### src/rtl/pixart_i2c_target.sv
// I2C target emulating the PixArt IR camera register map: configuration
// writes are reported as strobes, reads return a 16-byte blob report.
`timescale 1ns/1ps
module pixart_i2c_target #(
  parameter logic [6:0] ADDR       = 7'h58,
  parameter logic [7:0] REPORT_REG = 8'h36
) (
  input  logic       clk,
  input  logic       reset,
  input  logic       scl,
  input  logic       sda_in,
  output logic       sda_oe,
  input  logic [9:0] blob_x,
  input  logic [9:0] blob_y,
  input  logic [3:0] blob_size,
  output logic       reg_wr,
  output logic [7:0] reg_addr,
  output logic [7:0] reg_data,
  output logic       busy
);

  typedef enum logic [3:0] {
    S_IDLE, S_ADDR, S_ADDR_ACK, S_PTR, S_PTR_ACK,
    S_WR_BYTE, S_WR_ACK, S_RD_BYTE, S_RD_ACK
  } state_t;

  state_t state_q, state_d;

  logic [1:0] scl_sync, sda_sync;
  logic       scl_d, sda_d;
  logic       rise_q, fall_q, start_q, stop_q, sda_bit;

  logic [7:0] shreg, ptr;
  logic [3:0] cnt;
  logic [4:0] k;
  logic       rd_q, rpt_sel;
  logic [9:0] snap_x, snap_y;
  logic [3:0] snap_s;

  logic       scl_s, sda_s, addr_match;
  logic [4:0] k_inc;
  logic [7:0] byte_first, byte_next;

  assign scl_s = scl_sync[1];
  assign sda_s = sda_sync[1];

  // Synchronizers reset to the idle-bus level so reset release creates no edge.
  // NOTE: all sequential state uses non-blocking (<=) assignments so every flop
  // samples pre-edge values; blocking here would create order-dependent races.
  always_ff @(posedge clk or negedge reset) begin
    if (!reset) begin
      scl_sync <= 2'b11;
      sda_sync <= 2'b11;
      scl_d    <= 1'b1;
      sda_d    <= 1'b1;
      rise_q   <= 1'b0;
      fall_q   <= 1'b0;
      start_q  <= 1'b0;
      stop_q   <= 1'b0;
      sda_bit  <= 1'b1;
    end else begin
      scl_sync <= {scl_sync[0], scl};
      sda_sync <= {sda_sync[0], sda_in};
      scl_d    <= scl_s;
      sda_d    <= sda_s;
      rise_q   <= scl_s & ~scl_d;
      fall_q   <= ~scl_s & scl_d;
      start_q  <= scl_s & scl_d & sda_d & ~sda_s;
      stop_q   <= scl_s & scl_d & ~sda_d & sda_s;
      sda_bit  <= sda_s;
    end
  end

  function automatic logic [7:0] report_byte(input logic [4:0] idx, input logic sel,
                                             input logic [9:0] x, input logic [9:0] y,
                                             input logic [3:0] s);
    logic [7:0] b;
    b = 8'h00;
    if (sel) begin
      if (idx == 5'd1)      b = x[7:0];
      else if (idx == 5'd2) b = y[7:0];
      else if (idx == 5'd3) b = {y[9:8], x[9:8], s};
      else if (idx >= 5'd4 && idx <= 5'd12) b = 8'hFF;
    end
    return b;
  endfunction

  assign addr_match = (shreg[7:1] == ADDR);
  assign k_inc      = (k == 5'd16) ? k : k + 5'd1;
  assign byte_first = report_byte(5'd0, rpt_sel, snap_x, snap_y, snap_s);
  assign byte_next  = report_byte(k_inc, rpt_sel, snap_x, snap_y, snap_s);
  assign busy       = (state_q != S_IDLE);

  always_ff @(posedge clk or negedge reset) begin
    if (!reset) state_q <= S_IDLE;
    else        state_q <= state_d;
  end

  // NOTE: state_d gets its default before any branch, so no path leaves it
  // unassigned and no latch is inferred.
  always_comb begin
    state_d = state_q;
    if (stop_q) begin
      state_d = S_IDLE;
    end else if (start_q) begin
      state_d = S_ADDR;
    end else begin
      unique case (state_q)
        S_IDLE:     state_d = S_IDLE;
        S_ADDR:     if (fall_q && cnt == 4'd8) state_d = addr_match ? S_ADDR_ACK : S_IDLE;
        S_ADDR_ACK: if (fall_q) state_d = rd_q ? S_RD_BYTE : S_PTR;
        S_PTR:      if (fall_q && cnt == 4'd8) state_d = S_PTR_ACK;
        S_PTR_ACK:  if (fall_q) state_d = S_WR_BYTE;
        S_WR_BYTE:  if (fall_q && cnt == 4'd8) state_d = S_WR_ACK;
        S_WR_ACK:   if (fall_q) state_d = S_WR_BYTE;
        S_RD_BYTE:  if (fall_q && cnt == 4'd8) state_d = S_RD_ACK;
        S_RD_ACK: begin
          if (rise_q && sda_bit) state_d = S_IDLE;
          else if (fall_q)       state_d = S_RD_BYTE;
        end
        default:    state_d = S_IDLE;
      endcase
    end
  end

  always_ff @(posedge clk or negedge reset) begin
    if (!reset) begin
      sda_oe   <= 1'b0;
      reg_wr   <= 1'b0;
      reg_addr <= 8'h00;
      reg_data <= 8'h00;
      ptr      <= 8'h00;
      shreg    <= 8'h00;
      cnt      <= 4'd0;
      k        <= 5'd0;
      rd_q     <= 1'b0;
      rpt_sel  <= 1'b0;
      snap_x   <= 10'h000;
      snap_y   <= 10'h000;
      snap_s   <= 4'h0;
    end else begin
      reg_wr <= 1'b0;
      if (stop_q || start_q) begin
        sda_oe <= 1'b0;
        cnt    <= 4'd0;
      end else begin
        unique case (state_q)
          S_ADDR, S_PTR, S_WR_BYTE: begin
            if (rise_q && cnt != 4'd8) begin
              shreg <= {shreg[6:0], sda_bit};
              cnt   <= cnt + 4'd1;
              if (state_q == S_WR_BYTE && cnt == 4'd7) begin
                reg_wr   <= 1'b1;
                reg_addr <= ptr;
                reg_data <= {shreg[6:0], sda_bit};
                ptr      <= ptr + 8'd1;
              end
            end
            if (fall_q && cnt == 4'd8) begin
              cnt <= 4'd0;
              if (state_q != S_ADDR) begin
                sda_oe <= 1'b1;
                if (state_q == S_PTR) ptr <= shreg;
              end else if (addr_match) begin
                sda_oe <= 1'b1;
                rd_q   <= shreg[0];
                // Freeze the blob inputs so a multi-byte read is coherent.
                if (shreg[0]) begin
                  snap_x  <= blob_x;
                  snap_y  <= blob_y;
                  snap_s  <= blob_size;
                  rpt_sel <= (ptr == REPORT_REG);
                end
              end
            end
          end
          S_ADDR_ACK: begin
            if (fall_q) begin
              if (rd_q) begin
                k      <= 5'd0;
                shreg  <= byte_first;
                sda_oe <= ~byte_first[7];
              end else begin
                sda_oe <= 1'b0;
              end
            end
          end
          S_PTR_ACK, S_WR_ACK: begin
            if (fall_q) sda_oe <= 1'b0;
          end
          S_RD_BYTE: begin
            if (rise_q && cnt != 4'd8) cnt <= cnt + 4'd1;
            if (fall_q && cnt == 4'd8) begin
              sda_oe <= 1'b0;
              cnt    <= 4'd0;
            end else if (fall_q && cnt != 4'd0) begin
              sda_oe <= ~shreg[6];
              shreg  <= {shreg[6:0], 1'b0};
            end
          end
          S_RD_ACK: begin
            if (fall_q) begin
              k      <= k_inc;
              shreg  <= byte_next;
              sda_oe <= ~byte_next[7];
            end
          end
          default: ;
        endcase
      end
    end
  end

endmodule

### config.mk
export PLATFORM = sky130hd
export DESIGN_NAME = pixart_i2c_target
export DESIGN_NICKNAME = d
export VERILOG_FILES = /design/src/rtl/pixart_i2c_target.sv
export SDC_FILE = /design/constraint.sdc
export NUM_CORES = 1
export LEC_CHECK = 0
export BUFFER_PORTS_ARGS = -buffer_cell sky130_fd_sc_hd__buf_4
export CORE_ASPECT_RATIO = 2
export CORE_MARGIN = 2
export CORE_UTILIZATION = 55
export DETAILED_ROUTE_END_ITERATION = 7
export GPL_TIMING_DRIVEN = 0
export HOLD_SLACK_MARGIN = 0.05
export PLACE_DENSITY = 0.87
export SYNTH_ARGS = -nofsm -noshare
export SYNTH_HDL_FRONTEND = slang
export SYNTH_SLANG_ARGS = --single-unit
### constraint.sdc
create_clock -name clk -period 6.51 [get_ports clk]
set_input_delay 0 -clock clk [delete_from_list [all_inputs] [get_ports clk]]
set_output_delay 0 -clock clk [all_outputs]
set_load 0.02 [all_outputs]
==> results of run 1 <==
-- path summary, 6_finish.rpt --
path / startpoint / to / slack [ps]
max: k[0] / sda_oe / 3930
min: scl / scl_sync[0] / 320
max reg2reg: k[0] / sda_oe / 3930
min reg2reg: sda_sync[0] / sda_sync[1] / 360
max in group asynchronous: reset / snap_x[8] / 5470
min in group asynchronous: reset / ptr[5] / 400
-- flip-flops by register name, summed over array words and instances, names as in the netlist --
signal / flops
scl_d: 1
fall_q: 1
reg_data: 8
sda_oe: 1
sda_bit: 1
reg_addr: 8
state_q: 4
rpt_sel: 1
ptr: 8
start_q: 1
stop_q: 1
rise_q: 1
cnt: 4
k: 5
rd_q: 1
scl_sync: 2
snap_x: 10
snap_y: 10
shreg: 8
reg_wr: 1
snap_s: 4
sda_sync: 2
-- worst max-delay path, stage by stage, from the launching register on --
cell	delay, ps
dfrtp_1	470
ha_1	290
xor2_1	160
o2bb2ai_1	280
nand3_1	330
o211a_1	320
o2111a_1	320
o41ai_2	310
-- per-layer routing --
| layer | up-vias | track usage, % | part of all wire [%] | wire length [um] |
|---|---|---|---|---|
| li1 | 1675 | - | - | - |
| met1 | 1802 | 30.3 | 35 | 4000 |
| met2 | 148 | 51.6 | 56 | 6440 |
| met3 | 57 | 5.30 | 3.6 | 414 |
| met4 | 0 | 19.1 | 5.8 | 673 |
| met5 | - | 0 | 0 | 0 |
-- cell usage after synthesis, types with 2 or more instances --
| cell | instances | share of area, % |
|---|---|---|
| a211oi_1 | 3 | 0.52 |
| a21oi_1 | 38 | 4.4 |
| a31oi_1 | 2 | 0.29 |
| and2_1 | 11 | 1.6 |
| and4_1 | 2 | 0.40 |
| buf_1 | 2 | 0.17 |
| buf_2 | 3 | 0.35 |
| clkbuf_1 | 9 | 0.78 |
| dfrtp_1 | 77 | 44 |
| dfstp_2 | 6 | 3.6 |
| ha_1 | 8 | 2.3 |
| inv_1 | 10 | 0.86 |
| mux2_2 | 20 | 5.2 |
| mux2_4 | 17 | 5.9 |
| mux2i_1 | 8 | 1.8 |
| nand2_1 | 30 | 2.6 |
| nand2b_1 | 4 | 0.58 |
| nand3_1 | 17 | 2.0 |
| nand4_1 | 7 | 1.0 |
| nand4b_1 | 3 | 0.60 |
| nor2_1 | 39 | 3.4 |
| nor2b_1 | 6 | 0.86 |
| nor3_1 | 2 | 0.23 |
| nor3b_1 | 4 | 0.69 |
| nor4_1 | 2 | 0.29 |
| o21a_1 | 2 | 0.35 |
| o21ai_0 | 27 | 3.1 |
| o22ai_1 | 4 | 0.58 |
| o31a_1 | 2 | 0.40 |
| o31ai_1 | 9 | 1.6 |
| or2_2 | 9 | 1.3 |
| or3_1 | 2 | 0.29 |
| xor2_1 | 4 | 0.81 |
-- cells by family (layout without fill, tap and decap cells) --
family	Yosys count	after routing	synth area share, %
AOI/OAI and AO/OA	100	100	14.1
xor gates and xnor gates	4	4	0.806
adders and majority gates	8	8	2.30
buffers and inverters	28	117	3.40
DFF	83	83	48.0
muxes	45	45	12.9
and+or+nand+nor	149	149	18.5
-- report_power, final --
group	switching (uW)	leakage (uW)	internal, uW
Clock	224	0.000162	340
Combinational	95.3	0.00126	84.8
Sequential	48.1	0.00107	554
Total	368	0.00249	979
-- metrics by stage --
stage	hold WS [ps]	area [um2]
after floorplan	-296	4340
after global routing	316	5400
after CTS	300	5400
after detailed placement	111	4810
final	320	5400
after global placement	109	4810
-- final cells by class --
| cell class | count | share of cell area [%] |
|---|---|---|
| repair buffers | 73 | 11.4 |
| well taps | 94 | 2.18 |
| multi-input cells | 306 | 39.1 |
| clock inverters | 7 | 1.83 |
| clock buffers | 9 | 4.17 |
| plain buffers | 18 | 2.04 |
| inverters | 10 | 0.695 |
| flip-flops and latches | 83 | 38.6 |
-- cells in the final DEF, fill, tap and decap left out, drive strengths merged, types with 4 or more instances in the layout --
master       instances
a21oi               38
and2                11
buf                 55
clkbuf              18
dfrtp               77
dfstp                6
dlygate4sd3         27
ha                   8
inv                 13
mux2                37
mux2i                8
nand2               31
nand2b               4
nand3               19
nand4                7
nor2                40
nor2b                6
nor3b                4
o21ai               27
o22ai                4
o31ai                9
or2                  9
xor2                 4
-- what timing repair did --
action                                 4_1_cts  5_1_grt
gates resized for setup                      0        0
endpoints found under the hold margin      103        0
setup buffers                                0        0
hold buffers                                27        0
==> impl_metrics.csv, run 1 <==
group,metric,value,unit
status,status,"finished, final reports clean",
synth,synth_edf_count,0,
pwr,p_total,1350,uW
synth,ys_ff_latch,83,
sta,finalSetupViolCount,0,
placement,dp.cells,557,
grt,antenna_found_initial,0,
flow_run,drv_cap,0,
synth,synth_area,4340,um2
drt,drc,0,
placement,routabilityCongestion,0.963,
synth,async_flop_share,100,%
worst_hold_path,hp-class,"in -> reg",
sta,max_freq,387,MHz
grt,grt_max_degree,84,
cells_and_area,drive_above_1_share,25.3,%
floorplan,core_area,7600,um2
grt,grt_pass1_wl,18700,um
pwr,power_density,249,nW/um2
sta,period_minus_slack,2580,ps
grt,grt_pass1_vias,3827,
cells_and_area,diodes,0,
pwr,p_leak,0.00249,uW
sta,finalCritPeriodShare,39.7,%
grt,grtUsageTotal,29.1,%
sta,fin_ws,3930,ps
clock_tree,cts_buffers,9,
synth,yosys_warnings,0,
cells_and_area,post-route-util,71.1,%
floorplan,die_w,66.8,um
drt,postRouteAntennaNets,0,
setup_path,critPathMaxFanout,8,
floorplan,ioPinCount,47,
synth,avgSynthCellArea,10.4,um2
floorplan,die_h,130,um
clock_tree,cts_num_sinks,83,
sta,tightest_slew,1020,ps
sta,slew_viol_final,0,
synth,syn_inst,417,
setup_path,critPathKind,"reg -> reg",
sta,finalSetupTns,0,ps
drt,wl,11500,um
cells_and_area,seq_area,2080,um2
drt,drt_first_pass_iters,5,
cells_and_area,multiInputGateArea,2110,um2
sta,finalClockSkew,8.55,ps
cells_and_area,nets,537,
setup_path,cp-start-kind,"flop",
drt,vias_per_cell,6.14,
clock_tree,cts-root-buf,"clkbuf_16",
sta,max_slew_margin,31.8,%
synth,yosysSeqAreaShare,48.0,%
floorplan,die_area,8670,um2
synth,syn_nets,453,
drt,via_count,3682,
cells_and_area,fillers,552,
clock_tree,cts_tree,"yes",
floorplan,rows,45,
synth,synth.distinct_cells,61,
setup_path,critical_path_required,6750,ps
pwr,ir_drop,0.194,mV
placement,place_hpwl,7380,um
clock_tree,clk-insertion-delay-late,350,ps
synth,synth_top_flop_cell,"dfrtp_1",
drt,wl_per_cell,19.2,um
worst_hold_path,hold_path_depth,2,
setup_path,arrival,2830,ps
sta,rsz0062_at_grt,"no",
drt,drt-initial-drc-count,227,
placement,pre_cts_slack,4060,ps
clock_tree,clk_path_buf_depth,2,
cells_and_area,fin_cells,600,
sta,finalHoldViolations,0,
cells_and_area,synthToLayoutAreaGrowth,24.3,%
floorplan,initial_core_util,57.2,%
setup_path,r2r_cells,7,
clock_tree,ctsHtreeMaxLevel,3,
setup_path,critPathCaptureType,"flop",
grt,grt_overflow,0,
clock_tree,path_clk_slew,60,ps
placement,portBuffers,46,
No activity file was read; power rests on OpenSTA's default activity.
==> inputs of run 2 (changes only) <==
- CORE_UTILIZATION: 55 -> 53
- PLACE_DENSITY: 0.87 -> 0.88
- clock period: 6.51 -> 2.15 ns (I/O delays scaled with it)
==> run 2 against run 1 <==
  * The run now ends with negative setup slack left
  * Cell count grew 3.0%
  * Die area grew 3.6%
  * Worst hold slack worse by 7.5 ps
  * Non-clock buffer count grew 15
  * Register-to-register slack got worse by 3900 ps
  * Clock skew grew 2.8 ps
  * Clock power grew to 2.9 times the previous value
  * Largest power group unchanged
==> impl_metrics.csv, run 2 (same netlist as run 1, synthesis figures left out) <==
group,metric,value,unit
sta,slew_viol_final,0,
setup_path,worst_r2r_startpoint,"k[0]",
clock_tree,cts_tree,"yes",
floorplan,initial_core_util,54.7,%
setup_path,r2r_slack,-3,ps
cells_and_area,nets,552,
drt,postRouteAntennaNets,0,
drt,drc,0,
cells_and_area,synthToLayoutAreaGrowth,31.0,%
pwr,p_leak,0.00259,uW
cells_and_area,drive_above_1_share,35.7,%
placement,portBuffers,46,
clock_tree,ctsHtreeMaxLevel,3,
grt,grt_max_degree,84,
grt,grt_overflow,0,
sta,finalHoldViolations,0,
setup_path,critPathCaptureType,"flop",
cells_and_area,post-route-util,71.6,%
sta,max_freq,464,MHz
cells_and_area,mostFrequentLayoutCells,"71 x dfrtp_1, 66 x buf_4, 37 x a21oi_1",
cells_and_area,final_common_cell,"dfrtp_1",
sta,rsz0062_at_grt,"yes",
floorplan,die_w,68.0,um
setup_path,critPathKind,"reg -> reg",
grt,grt_pass1_vias,3966,
worst_hold_path,hold_path_depth,2,
sta,finalSetupViolCount,1,
setup_path,cp-start-kind,"flop",
clock_tree,cts-root-buf,"clkbuf_16",
setup_path,rr_endpoint,"shreg[4]",
flow_run,drv_cap,0,
drt,wl_per_cell,20.5,um
setup_path,critPathMaxFanout,9,
grt,grtUsageTotal,29.4,%
clock_tree,cts_num_sinks,83,
placement,place_hpwl,7450,um
floorplan,ioPinCount,47,
cells_and_area,fillers,532,
drt,drt-initial-drc-count,391,
drt,via_count,3814,
floorplan,core_area,7940,um2
worst_hold_path,hp-class,"in -> reg",
clock_tree,path_clk_slew,70,ps
floorplan,die_h,132,um
placement,routabilityCongestion,0.962,
sta,fin_ws,-3.24,ps
floorplan,rows,46,
cells_and_area,reg_top3,"snap_x (10), snap_y (10)",
drt,vias_per_cell,6.17,
setup_path,critical_path_required,2390,ps
setup_path,r2r_cells,8,
drt,wl,12700,um
sta,whs,313,ps
status,status,"finished with violations",
sta,period_minus_slack,2150,ps
clock_tree,cts_buffers,9,
setup_path,arrival,2390,ps
sta,finalCritPeriodShare,100,%
status,violations,"negative setup slack",
pwr,ir_drop,0.597,mV
pwr,power_density,725,nW/um2
worst_hold_path,min_from,"scl",
clock_tree,clk-insertion-delay-late,350,ps
sta,max_slew_margin,30.8,%
grt,antenna_found_initial,1,
floorplan,die_area,8980,um2
clock_tree,clk_path_buf_depth,2,
sta,finalClockSkew,11.4,ps
worst_hold_path,hold-path-endpoint,"scl_sync[0]",
drt,drt_first_pass_iters,5,
sta,tightest_slew,1040,ps
grt,grt_pass1_wl,19700,um
[run 2: cell count changes in the layout (fill, tap and decap cells not counted), sizes merged]
cell | before | now
buf | 55 | 72
diode | 0 | 1
clkinvlp | 0 | 1
clkinv | 2 | 1
clkbuf | 18 | 17
bufinv | 2 | 1
[run 2: how the worst max path moves through the flow]
stage	startpoint	to	cells past startpoint
final	k[0]	shreg[4]	8
after global routing	k[0]	shreg[4]	8
after CTS	cnt[0]	shreg[5]	10
after detailed placement	k[0]	sda_oe	8
after global placement	cnt[0]	snap_x[2]	9
after floorplan	cnt[0]	snap_x[0]	9
[run 2: report_power, final]
part           internal, uW  switching (uW)
registers              1680             133
logic                   341             333
clock network           947             690
total                  2970            1160
[run 2: per-layer routing]
metal	track usage, %	vias up	wire length (um)
li1	-	1692	-
met3	4.70	68	537
met4	18.0	0	798
met1	30.4	1868	4260
met5	0	-	0
met2	52.2	186	7060
[run 2: layout make-up]
cell class | instances | area [um2] | share of cell area, %
well taps | 96 | 120 | 2.11
inverters | 10 | 37.5 | 0.660
multi-input cells | 306 | 2260 | 39.7
diodes | 1 | 2.50 | 0.0440
plain buffers | 14 | 100 | 1.76
repair buffers | 92 | 771 | 13.5
clock buffers | 10 | 239 | 4.20
flip-flops and latches | 83 | 2090 | 36.8
clock inverters | 6 | 71.3 | 1.25
[run 2: critical path, stage by stage, from the launching register on]
cell and delay (ps):
dfrtp_2 440, buf_4 170, ha_2 260, nor2b_1 140, a21oi_1 50, a21boi_0 360, and2_4 280, a21oi_1 100
o31ai_1 250
[run 2: per-stage QoR]
| step | std cells | TNS, ps | worst slack (ps) | power [uW] | area, um2 |
|---|---|---|---|---|---|
| 2_1_floorplan | 417 | 0 | 49.5 | 2120 | 4340 |
| 3_3_place_gp | 559 | -5880 | -223 | 2300 | 4810 |
| 4_1_cts | 610 | 0 | 4.87 | 4020 | 5550 |
| 5_1_grt | 618 | -714 | -107 | 4260 | 5690 |
| 6_report | 618 | -3.24 | -3.24 | 4120 | 5690 |
| 3_5_place_dp | 559 | -7700 | -276 | 2320 | 4810 |
[run 2: what timing repair did]
action / in CTS / in global routing
endpoints found under the setup margin: 42 / 37
setup buffers: 10 / 9
cloned: 0 / 0
gates resized for setup: 20 / 29
hold buffers: 27 / 0
endpoints found under the hold margin: 103 / 0
pin swaps: 6 / 4
==> inputs of run 3 (changes only) <==
- CORE_ASPECT_RATIO: 2 -> 0.9
- MAX_ROUTING_LAYER: unset -> met4
==> run 3 against run 2 <==
  * Fmax up 3.6%
  * Non-clock buffer count down 3
  * Wire length down 18%
  * Worst setup slack better by 75 ps
  * Total power down 11%
  * Die area down 0.47%
  * The run now ends clean
  * Clock-buffer cell count unchanged
  * Flip-flop and latch count unchanged
  * Cell count down 0.16%
  * Critical path depth down 2
  * Register-to-register slack better by 80 ps
==> impl_metrics.csv, run 3 (same netlist as run 1, synthesis figures left out) <==
group,metric,value,unit
drt,wl_met3,513,um
setup_path,cp_num_buf_inv,1,
cells_and_area,final_area,5540,um2
clock_tree,path_clk_slew,80,ps
placement,portBuffers,46,
setup_path,cp_slowest_cell,"dfrtp_2",
grt,grt_overflow,0,
floorplan,die_area,8940,um2
floorplan,rows,31,
floorplan,die_h,89.9,um
setup_path,cp_top_family,"simple AND/OR/NAND/NOR gates",
setup_path,cp_common_cell,"or3_4",
sta,period_minus_slack,2080,ps
flow_run,drv_cap,0,
pwr,power_density,663,nW/um2
placement,placed_area,4810,um2
status,status,"finished, final reports clean",
setup_path,critPathMaxFanout,10,
cells_and_area,drive_above_1_share,34.4,%
sta,rsz0062_at_grt,"no",
cells_and_area,diodes,0,
grt,grt_max_degree,84,
sta,finalCritPeriodShare,96.6,%
drt,drt_first_pass_iters,6,
drt,met2_length,5260,um
grt,grtUsageTotal,25.0,%
placement,place_hpwl,6980,um
cells_and_area,nets,549,
grt,antenna_found_initial,0,
grt,grt_pass1_vias,3683,
clock_tree,clk_path_buf_depth,2,
cells_and_area,mostFrequentLayoutCells,"71 x dfrtp_1, 63 x buf_4, 38 x a21oi_1",
sta,finalHoldViolations,0,
setup_path,path_cells,"or3_4 -> nor2_4 -> nand3_2 -> or3_4 -> buf_8 -> mux2_4",
sta,max_freq,481,MHz
sta,slew_viol_final,0,
drt,wl_per_cell,16.8,um
setup_path,critPathCaptureType,"flop",
pwr,ir_drop,0.483,mV
floorplan,core_area,7990,um2
setup_path,cp-start-kind,"flop",
drt,vias_per_cell,5.85,
grt,grt_pass1_wl,17600,um
worst_hold_path,hp-class,"in -> reg",
drt,via_count,3609,
floorplan,initial_core_util,54.4,%
clock_tree,cts-root-buf,"clkbuf_8",
drt,top_layer_used,"met4",
placement,pre_cts_slack,-262,ps
clock_tree,ctsHtreeMaxLevel,3,
clock_tree,clk-insertion-delay-late,370,ps
sta,finalClockSkew,10.9,ps
sta,finalSetupTns,0,ps
cells_and_area,synthToLayoutAreaGrowth,27.4,%
cells_and_area,reg_top3,"snap_x (10), snap_y (10)",
floorplan,ioPinCount,47,
pwr,p_leak,0.00252,uW
drt,wl_met1,4530,um
setup_path,cp_slowest_stage_delay,440,ps
sta,whs,274,ps
floorplan,die_w,99.4,um
setup_path,critPathKind,"reg -> reg",
cells_and_area,final_common_cell,"dfrtp_1",
sta,fin_ws,72.1,ps
drt,drc,0,
clock_tree,cts_tree,"yes",
drt,drt-initial-drc-count,314,
sta,tightest_slew,1010,ps
clock_tree,cts_buffers,9,
setup_path,critical_path_required,2400,ps
setup_path,arrival,2330,ps
clock_tree,cts_num_sinks,83,
sta,max_slew_margin,32.6,%
drt,wl,10400,um
placement,routabilityCongestion,0.907,
drt,postRouteAntennaNets,0,
sta,finalSetupViolCount,0,
[run 3: changes by cell type in the layout (fill, tap and decap cells not counted), sizes merged]
cell,previous run,this run
buf,72,69
inv,13,11
diode,1,0
clkinvlp,1,2
bufinv,1,2
[run 3: final timing paths]
check                            startpoint           to  slack, ps  depth (start not counted)
worst min register to register  scl_sync[0]  scl_sync[1]        360                          0
worst min-delay path                 sda_in  sda_sync[0]        270                          2
worst max-delay path               shreg[1]    snap_x[3]         70                          6
max in group asynchronous             reset     shreg[1]       1090                          2
min in group asynchronous             reset       cnt[3]        350                          2
worst max register to register     shreg[1]    snap_x[3]         70                          6
[run 3: timing repair]
action	4_1_cts	5_1_grt
hold endpoints to repair	103	0
hold buffers	27	0
endpoints found under the setup margin	46	37
buffers inserted	10	6
gates resized for setup	16	30
pin swaps	4	7
[run 3: per-layer routing]
metal | vias up | global-route usage [%]
li1 | 1689 | -
met1 | 1776 | 32.0
met2 | 131 | 41.2
met3 | 13 | 4.67
met4 | 0 | 6.39
met5 | - | -
[run 3: final cells by class]
type	count	area, um2
Fill cell	550	2450
Multi-Input combinational cell	306	2240
Sequential cell	83	2090
Timing Repair Buffer	89	736
Clock buffer	10	128
Tap cell	99	124
Buffer	14	91.3
Clock inverter	6	88.8
Inverter	10	37.5
[run 3: worst register-to-register path: stages (launching register included)]
cell     delay [ps]
dfrtp_2         440
or3_4           420
nor2_4          100
nand3_2          80
or3_4           440
buf_8           190
mux2_4          300
[run 3: where the power goes]
group	internal [uW]	total, uW	switching [uW]
combinational	323	628	304
clock	656	1220	567
sequential	1680	1820	139
total	2660	3670	1010
[run 3: stage by stage]
| stage | instances | util [%] | total power (uW) |
|---|---|---|---|
| after detailed placement | 562 | 60.2 | 2330 |
| after CTS | 612 | 68.0 | 3610 |
| final | 617 | 69.3 | 3670 |
| after global routing | 617 | 69.3 | 3840 |
| after global placement | 562 | 60.2 | 2300 |
| after floorplan | 417 | - | 2120 |
